<file path="src/rtl/cpu_pkg.sv">
// Shared CPU definitions: datapath widths, next-PC source encodings and the
// instruction-fetch state machine encoding.
package cpu_pkg;

  localparam int INSTR_W = 32;
  localparam int BYTE_W  = 8;

  typedef enum logic [1:0] {
    PCSRC_SEQ = 2'b00,
    PCSRC_BR  = 2'b01,
    PCSRC_JR  = 2'b10,
    PCSRC_J   = 2'b11
  } pcsrc_e;

  // Byte-fetch states are 0..3 so the low bits double as the byte offset.
  typedef enum logic [2:0] {
    F0    = 3'd0,
    F1    = 3'd1,
    F2    = 3'd2,
    F3    = 3'd3,
    VALID = 3'd4,
    ERR   = 3'd5
  } fetch_state_e;

endpackage

</file>
<file path="src/rtl/next_pc.sv">
// Combinational next-PC selection among sequential, branch, jump-register and
// jump targets, plus detection of a misaligned jump-register target.
module next_pc
  import cpu_pkg::*;
(
  input  logic [31:0] pc4,
  input  logic [1:0]  pcsrc,
  input  logic [15:0] immediate,
  input  logic [25:0] jumpaddr,
  input  logic [31:0] regaddr,
  output logic [31:0] nextpc,
  output logic        misalign
);

  logic [31:0] br_off;

  // Word offset sign-extended and scaled to bytes.
  assign br_off = {{14{immediate[15]}}, immediate, 2'b00};

  always_comb begin
    // NOTE: default assignment first so no path through the case leaves
    // nextpc unassigned, which would otherwise infer a latch.
    nextpc = pc4;
    case (pcsrc_e'(pcsrc))
      PCSRC_SEQ: nextpc = pc4;
      PCSRC_BR:  nextpc = pc4 + br_off;
      PCSRC_JR:  nextpc = regaddr;
      PCSRC_J:   nextpc = {pc4[31:28], jumpaddr, 2'b00};
      default:   nextpc = pc4;
    endcase
  end

  assign misalign = (pcsrc_e'(pcsrc) == PCSRC_JR) && (regaddr[1:0] != 2'b00);

endmodule

</file>
<file path="src/rtl/pc_fetch.sv">
// Instruction fetch front end: owns the PC, reads four bytes from a byte-wide
// instruction memory, and hands the big-endian word to decode via valid/ready.
module pc_fetch
  import cpu_pkg::*;
#(
  parameter logic [31:0] RESET_PC = 32'h0000_0000
) (
  input  logic               clk,
  input  logic               rst_n,
  input  logic               pcwre,
  input  logic [1:0]         pcsrc,
  input  logic [15:0]        immediate,
  input  logic [25:0]        jumpaddr,
  input  logic [31:0]        regaddr,
  input  logic [BYTE_W-1:0]  membyte,
  input  logic               instrready,
  output logic [31:0]        iaddr,
  output logic [INSTR_W-1:0] instruction,
  output logic               instrvalid,
  output logic [31:0]        pc,
  output logic [31:0]        pc4,
  output logic               misaligned
);

  fetch_state_e state;
  logic [31:0]  nextpc;
  logic         misalign;
  logic         accept;

  next_pc u_next_pc (
    .pc4       (pc4),
    .pcsrc     (pcsrc),
    .immediate (immediate),
    .jumpaddr  (jumpaddr),
    .regaddr   (regaddr),
    .nextpc    (nextpc),
    .misalign  (misalign)
  );

  assign pc4        = pc + 32'd4;
  assign instrvalid = (state == VALID);
  assign accept     = instrvalid && instrready && pcwre;

  // Address depends only on registered state, never on handshake inputs.
  assign iaddr = (state inside {F0, F1, F2, F3}) ? pc + {30'd0, state[1:0]} : pc;

  // NOTE: sequential state uses non-blocking assignments so every register
  // samples the pre-edge values and ordering between statements is irrelevant.
  always_ff @(posedge clk or negedge rst_n) begin
    if (!rst_n) begin
      // NOTE: the instruction word is an ordinary register, not a memory, and
      // is cleared on reset so decode never sees stale bits from before it.
      state       <= F0;
      pc          <= RESET_PC;
      instruction <= '0;
      misaligned  <= 1'b0;
    end else begin
      case (state)
        F0: begin
          instruction[31:24] <= membyte;
          state              <= F1;
        end
        F1: begin
          instruction[23:16] <= membyte;
          state              <= F2;
        end
        F2: begin
          instruction[15:8] <= membyte;
          state             <= F3;
        end
        F3: begin
          instruction[7:0] <= membyte;
          state            <= VALID;
        end
        VALID: begin
          if (accept) begin
            if (misalign) begin
              misaligned <= 1'b1;
              state      <= ERR;
            end else begin
              pc    <= nextpc;
              state <= F0;
            end
          end
        end
        ERR:     state <= ERR;
        default: state <= F0;
      endcase
    end
  end

endmodule

</file>
<file path="config.mk">
export PLATFORM = sky130hd
export DESIGN_NAME = pc_fetch
export DESIGN_NICKNAME = d
export VERILOG_FILES = /design/src/rtl/cpu_pkg.sv /design/src/rtl/next_pc.sv /design/src/rtl/pc_fetch.sv
export SDC_FILE = /design/constraint.sdc
export NUM_CORES = 1
export LEC_CHECK = 0
export BUFFER_PORTS_ARGS = -buffer_cell sky130_fd_sc_hd__buf_4
export CORE_MARGIN = 1
export CORE_UTILIZATION = 30
export DETAILED_ROUTE_END_ITERATION = 8
export GPL_ROUTABILITY_DRIVEN = 0
export GPL_TIMING_DRIVEN = 0
export SLEW_MARGIN = 20
export SYNTH_ARGS = -nofsm -noshare
export SYNTH_HDL_FRONTEND = slang
export SYNTH_SLANG_ARGS = --single-unit
</file>
<file path="constraint.sdc">
create_clock -name clk -period 8.9 [get_ports clk]
set_input_delay 1.78 -clock clk [delete_from_list [all_inputs] [get_ports clk]]
set_output_delay 1.78 -clock clk [all_outputs]
set_load 0.05 [all_outputs]
</file>
==> results_dict.tcl, run 1 <==
set metrics [dict create \
    die-width_microns 146 \
    max-slew-margin-rel_pct 36.5 \
    wirelength_mm 22.8 \
    fin_area_sq_um 8530 \
    die-area_sq_um 21400 \
    min_period_ns 5.32 \
    drive_gt1_share_pct 36.1 \
    worstSetupPathType "flip-flop to primary output" \
    setup_tns_ns 0 \
    synth_cell_types 68 \
    die_y_microns 146 \
    period_share_pct 59.7 \
    tightest_slew_ns 0.953 \
    syn_area_sq_um 6240 \
    max_freq_ghz 0.188 \
    clock_skew_ns 0.0107 \
    cts-resized-gates 0 \
    synth_edf_count 0 \
    startpoint "state[1]" \
    n_antenna_cell 0 \
    synthMostInstantiatedCell "nand2_1" \
    synth_area_leader_cell "dfrtp_1" \
    drv_slew 0 \
    start_util_pct 30.8 \
    hold_buffers 0 \
    outcome "complete, no violations" \
    p_per_area_nw_per_um2 95.3 \
    cts_setup_buffers 0 \
    synth.cells.most_frequent "nand2_1 (89), dfrtp_1 (68), xnor2_1 (50)" \
    vdd_drop_max_mv 0.0666 \
    synthTopCellsByArea "dfrtp_1 (27%), ha_1 (7.2%), mux2_2 (7.0%)" \
    dpl-instance-area_sq_um 8230 \
    cts_tree "done" \
    vias 6157 \
    coreArea_sq_um 20300 \
    synth.avg_cell_area_sq_um 8.96 \
    async_flop_share_pct 100 \
    cp_max_fo 6 \
    dr.pass1.iters 5 \
    post-place-cells 1185 \
    grt_overflow_total 0 \
    io_buffers 217 \
    syn_inst 697 \
    grt_pass1_wl_mm 35.2 \
    instances_no_fill 1201 \
    drt.antenna.violating_nets 0 \
    min_from "misaligned" \
    power.leakage_uw 0.00425 \
    routedWlPerCell_microns 19.0 \
    vias_per_cell 5.13 \
    yosysSeqAreaShare_pct 27.2 \
    max_cap_viol_count 0 \
    dp_hpwl_mm 18.0 \
    antenna_found_initial 0 \
    critPathLaunchType "flip-flop" \
    clockBufferDepth 2 \
    synth_ff_type "dfrtp_1" \
    cts.sinks 68 \
    finalSetupViolations 0 \
    path_clk_slew_ns 0.06 \
    syn_nets 823 \
    power_uw 813 \
    path_cells "ha_1 -> a21oi_1 -> nor3_2 -> nand3_1 -> nor2_1 -> nand3_1 -> nor2_1 -> nand3_1 -> or4_1 -> nor2_1 -> xor2_1 -> buf_4" \
    rsz0062_at_grt "false" \
    cp.required_ns 7.12 \
    clock_latency_ns 0.35 \
    ys_seq_elements 68 \
    cp_slowest_cell "or4_1" \
    nNetsFinal 1052 \
    cts_buffers 9 \
    utilization_pct 42.0 \
    hold_violations 0 \
    grt_pass1_vias 6150 \
    r2r-start "pc[3]" \
    rows 52 \
    synth_top_area_share_pct 27.2 \
    syn2layout_area_growth_pct 36.6 \
    drcViolationCount 0 \
    cts_max_level 3 \
    cp-end-kind "primary output" \
    root_buffer "clkbuf_16" \
    initialDrtViolationCount 561 \
    cp.arrival_ns 3.54 \
    grtUsageTotal_pct 21.5 \
    critPathMaxStageDelay_ns 0.56 \
    holdCritPathClass "flip-flop to flip-flop" \
    io_pins 218 \
    synth_warnings 0 \
    grt_max_degree 69 \
    fillers 2090 \
]
-- worst max-delay path: cells and delay by family, from the launching register on --
kind	cells	cell delay, ns
adder cells (fa/ha/maj)	1	0.30
AND/OR/NAND/NOR	8	2.01
AO/OA/AOI/OAI	1	0.07
buffers and inverters	1	0.21
flip-flops	1	0.44
XOR/XNOR	1	0.15
-- cells in the final DEF (no fill, tap or decap), drive strengths merged, types with 5 or more instances in the layout --
cell type	instances
buf	239
nand2	91
dfrtp	68
xnor2	50
a21oi	46
nor2	43
mux2	39
ha	36
xor2	33
o21ai	33
clkbuf	33
nand3	30
inv	21
mux4	17
nand4	16
nor3	16
a31oi	9
and2	9
a21o	9
mux2i	8
o21bai	7
and3	6
nand2b	5
o211ai	5
-- per-layer routing --
metal,up-vias,global-route usage (%),routed length [microns]
met5,-,0,0
met4,0,6.41,386
met3,29,4.06,1660
met2,247,34.1,10500
met1,2917,29.6,10300
li1,2964,-,-
-- flip-flops by register name (all words and copies together) (netlist names) --
name         flops
instruction     32
pc              32
state            3
misaligned       1
-- path summary, 6_finish.rpt --
path                                   end  slack, ns  cells after the start
max in group asynchronous           pc[19]       6.70                      1
hold reg to reg                 misaligned       0.47                      1
min in group asynchronous  instruction[25]       1.59                      1
hold / removal                  misaligned       0.47                      1
setup reg to reg                    pc[31]       4.05                     17
setup / recovery                 iaddr[29]       3.58                     12
-- where the power goes --
part | switching [uW] | internal, uW | total (uW)
Combinational | 64.4 | 59.1 | 123
Sequential | 0.866 | 311 | 312
Clock | 154 | 224 | 378
Total | 219 | 594 | 813
-- kinds of logic after synthesis --
kind of cell             count (synthesis)  synth area share, %
AND/OR/NAND/NOR                        239                 19.4
AO/OA/AOI/OAI                          140                 14.2
XOR/XNOR                                83                 11.6
flip-flops                              68                 27.2
buffers and inverters                   65                 5.19
multiplexers                            64                 14.4
adder cells (fa/ha/maj)                 38                 7.85
-- stage by stage --
step                hold slack (ns)  setup WS, ns
floorplan                     0.524          3.53
global placement              0.445          3.95
detailed placement            0.467          3.96
CTS                           0.480          3.58
global route                  0.494          3.38
finish                        0.469          3.58
-- final cells by class --
class / instances / area [sq um] / share of cell area (%)
clock inverters: 6 / 63.8 / 0.748
well taps: 270 / 338 / 3.96
plain buffers: 44 / 245 / 2.87
clock buffers: 10 / 239 / 2.80
repair buffers: 218 / 1640 / 19.2
multi-input cells: 564 / 4230 / 49.6
inverters: 21 / 78.8 / 0.924
flip-flops and latches: 68 / 1700 / 19.9
No activity file was read; power rests on OpenSTA's default activity.
==> run 2: changes to the inputs <==
==> constraint.sdc (replaced) <==
create_clock -name clk -period 4.95 [get_ports clk]
set_input_delay 0.99 -clock clk [delete_from_list [all_inputs] [get_ports clk]]
set_output_delay 0.99 -clock clk [all_outputs]
set_load 0.05 [all_outputs]
==> results_dict.tcl, run 2 (same netlist as run 1, synthesis figures left out) <==
set metrics [dict create \
    path_clk_slew_ns 0.07 \
    seq_area_sq_um 1700 \
    routedWlPerCell_microns 18.8 \
    critPathLaunchType "flip-flop" \
    drt.antenna.violating_nets 0 \
    cp.arrival_ns 4.89 \
    worstSetupPathType "flip-flop to flip-flop" \
    utilization_pct 42.4 \
    n_antenna_cell 0 \
    clock_skew_ns 0.0136 \
    reg_top3 "instruction (32), pc (32), state (3)" \
    dp_hpwl_mm 17.6 \
    grt_pass1_wl_mm 34.4 \
    finalSetupViolations 0 \
    clock_latency_ns 0.36 \
    final_cell_mix "buf_4 (229), nand2_1 (89), dfrtp_1 (67)" \
    root_buffer "clkbuf_16" \
    grtUsageTotal_pct 21.2 \
    clockBufferDepth 2 \
    nNetsFinal 1054 \
    max_freq_ghz 0.215 \
    power_uw 1480 \
    syn2layout_area_growth_pct 37.7 \
    fillers 2053 \
    cp-end-kind "flip-flop" \
    grt_overflow_total 0 \
    outcome "complete, no violations" \
    dr.pass1.iters 5 \
    io_pins 218 \
    cts_buffers 9 \
    drive_gt1_share_pct 37.1 \
    cp_max_fo 9 \
    rsz0062_at_grt "false" \
    initialDrtViolationCount 384 \
    power.leakage_uw 0.00428 \
    coreArea_sq_um 20300 \
    die-area_sq_um 21400 \
    holdCritPathClass "flip-flop to flip-flop" \
    io_buffers 217 \
    multiInputGateArea_sq_um 4280 \
    grt_max_degree 69 \
    critPathMaxStageDelay_ns 0.48 \
    drv_slew 0 \
    start_util_pct 30.8 \
    max-slew-margin-rel_pct 34.1 \
    max_cap_viol_count 0 \
    vias 6222 \
    period_share_pct 94.0 \
    hold_buffers 0 \
    min_period_ns 4.66 \
    drcViolationCount 0 \
    hold_violations 0 \
    rows 52 \
    die_y_microns 146 \
    p_per_area_nw_per_um2 172 \
    layout_commonest_cell "buf_4" \
    antenna_found_initial 0 \
    cts_max_level 3 \
    path_cells "buf_4 -> nand2_1 -> nor4_4 -> nand3_4 -> nor2_1 -> xor2_1 -> ha_1 -> clkbuf_2 -> a21oi_1 -> o21ai_0 -> a211oi_2 -> o211ai_1 -> a221o_1 -> a21oi_2 -> o21ai_1 -> and4b_1 -> or3_1" \
    wirelength_mm 22.6 \
    cts_tree "done" \
    tightest_slew_ns 0.988 \
    cp_slowest_cell "nor4_4" \
    grt_pass1_vias 5874 \
    cts.sinks 68 \
    cp.required_ns 5.18 \
    setup_tns_ns 0 \
    vias_per_cell 5.17 \
    die-width_microns 146 \
    vdd_drop_max_mv 0.119 \
]
[run 2: cell count changes in the layout (fill, tap and decap cells not counted), sizes merged]
cell and delta:
buf +2, clkbuf -1, clkinv -2, clkinvlp -1, inv +4
[run 2: what timing repair did]
action                                  in CTS  in global routing
hold endpoints to repair                     0                  0
endpoints found under the setup margin       0                  3
gates resized for setup                      0                  3
setup buffers                                0                  3
[run 2: worst paths after layout]
kind | startpoint | endpoint | slack (ns) | cells past startpoint
max | pc[7] | pc[30] | 0.29 | 17
min | misaligned | misaligned | 0.47 | 1
max reg2reg | pc[7] | pc[30] | 0.29 | 17
min reg2reg | misaligned | misaligned | 0.47 | 1
max in group asynchronous | rst_n | pc[3] | 3.47 | 1
min in group asynchronous | rst_n | instruction[8] | 0.79 | 1
[run 2: where the power goes]
part           total [uW]  switching, uW  internal (uW)
Clock                 700            301            399
Sequential            560           1.61            559
Combinational         222            116            106
Total                1480            419           1060
[run 2: metal layers]
layer	global-route usage, %	part of all wire [%]	vias up
met3	3.50	6.7	26
met4	6.20	1.6	0
met2	34.0	47	254
li1	-	-	2958
met5	0	0	-
met1	29.1	45	2984
[run 2: per-stage QoR]
step	instances	hold WS [ns]	cell area (sq um)	setup WS, ns
global route	1203	0.504	8600	0.0337
global placement	1184	0.443	8250	0.213
detailed placement	1184	0.452	8260	0.199
CTS	1200	0.467	8570	0.147
finish	1203	0.469	8600	0.295
floorplan	697	0.524	6280	0.0328
[run 2: area by class of cell]
class                           count  share of cell area [%]
Sequential cell                    68                    19.8
Clock inverter                      7                   0.946
Timing Repair Buffer              220                    19.2
Inverter                           21                   0.917
Clock buffer                        9                    2.62
Tap cell                          270                    3.93
Multi-Input combinational cell    564                    49.7
Buffer                             44                    2.85
[run 2: worst max-delay path, delay by kind of cell (launching register included)]
family / cells / cell delay [ns]
AO/OA/AOI/OAI: 7 / 1.58
XOR/XNOR: 1 / 0.37
adder cells (fa/ha/maj): 1 / 0.31
buffers and inverters: 2 / 0.35
flip-flops: 1 / 0.38
AND/OR/NAND/NOR: 6 / 1.54
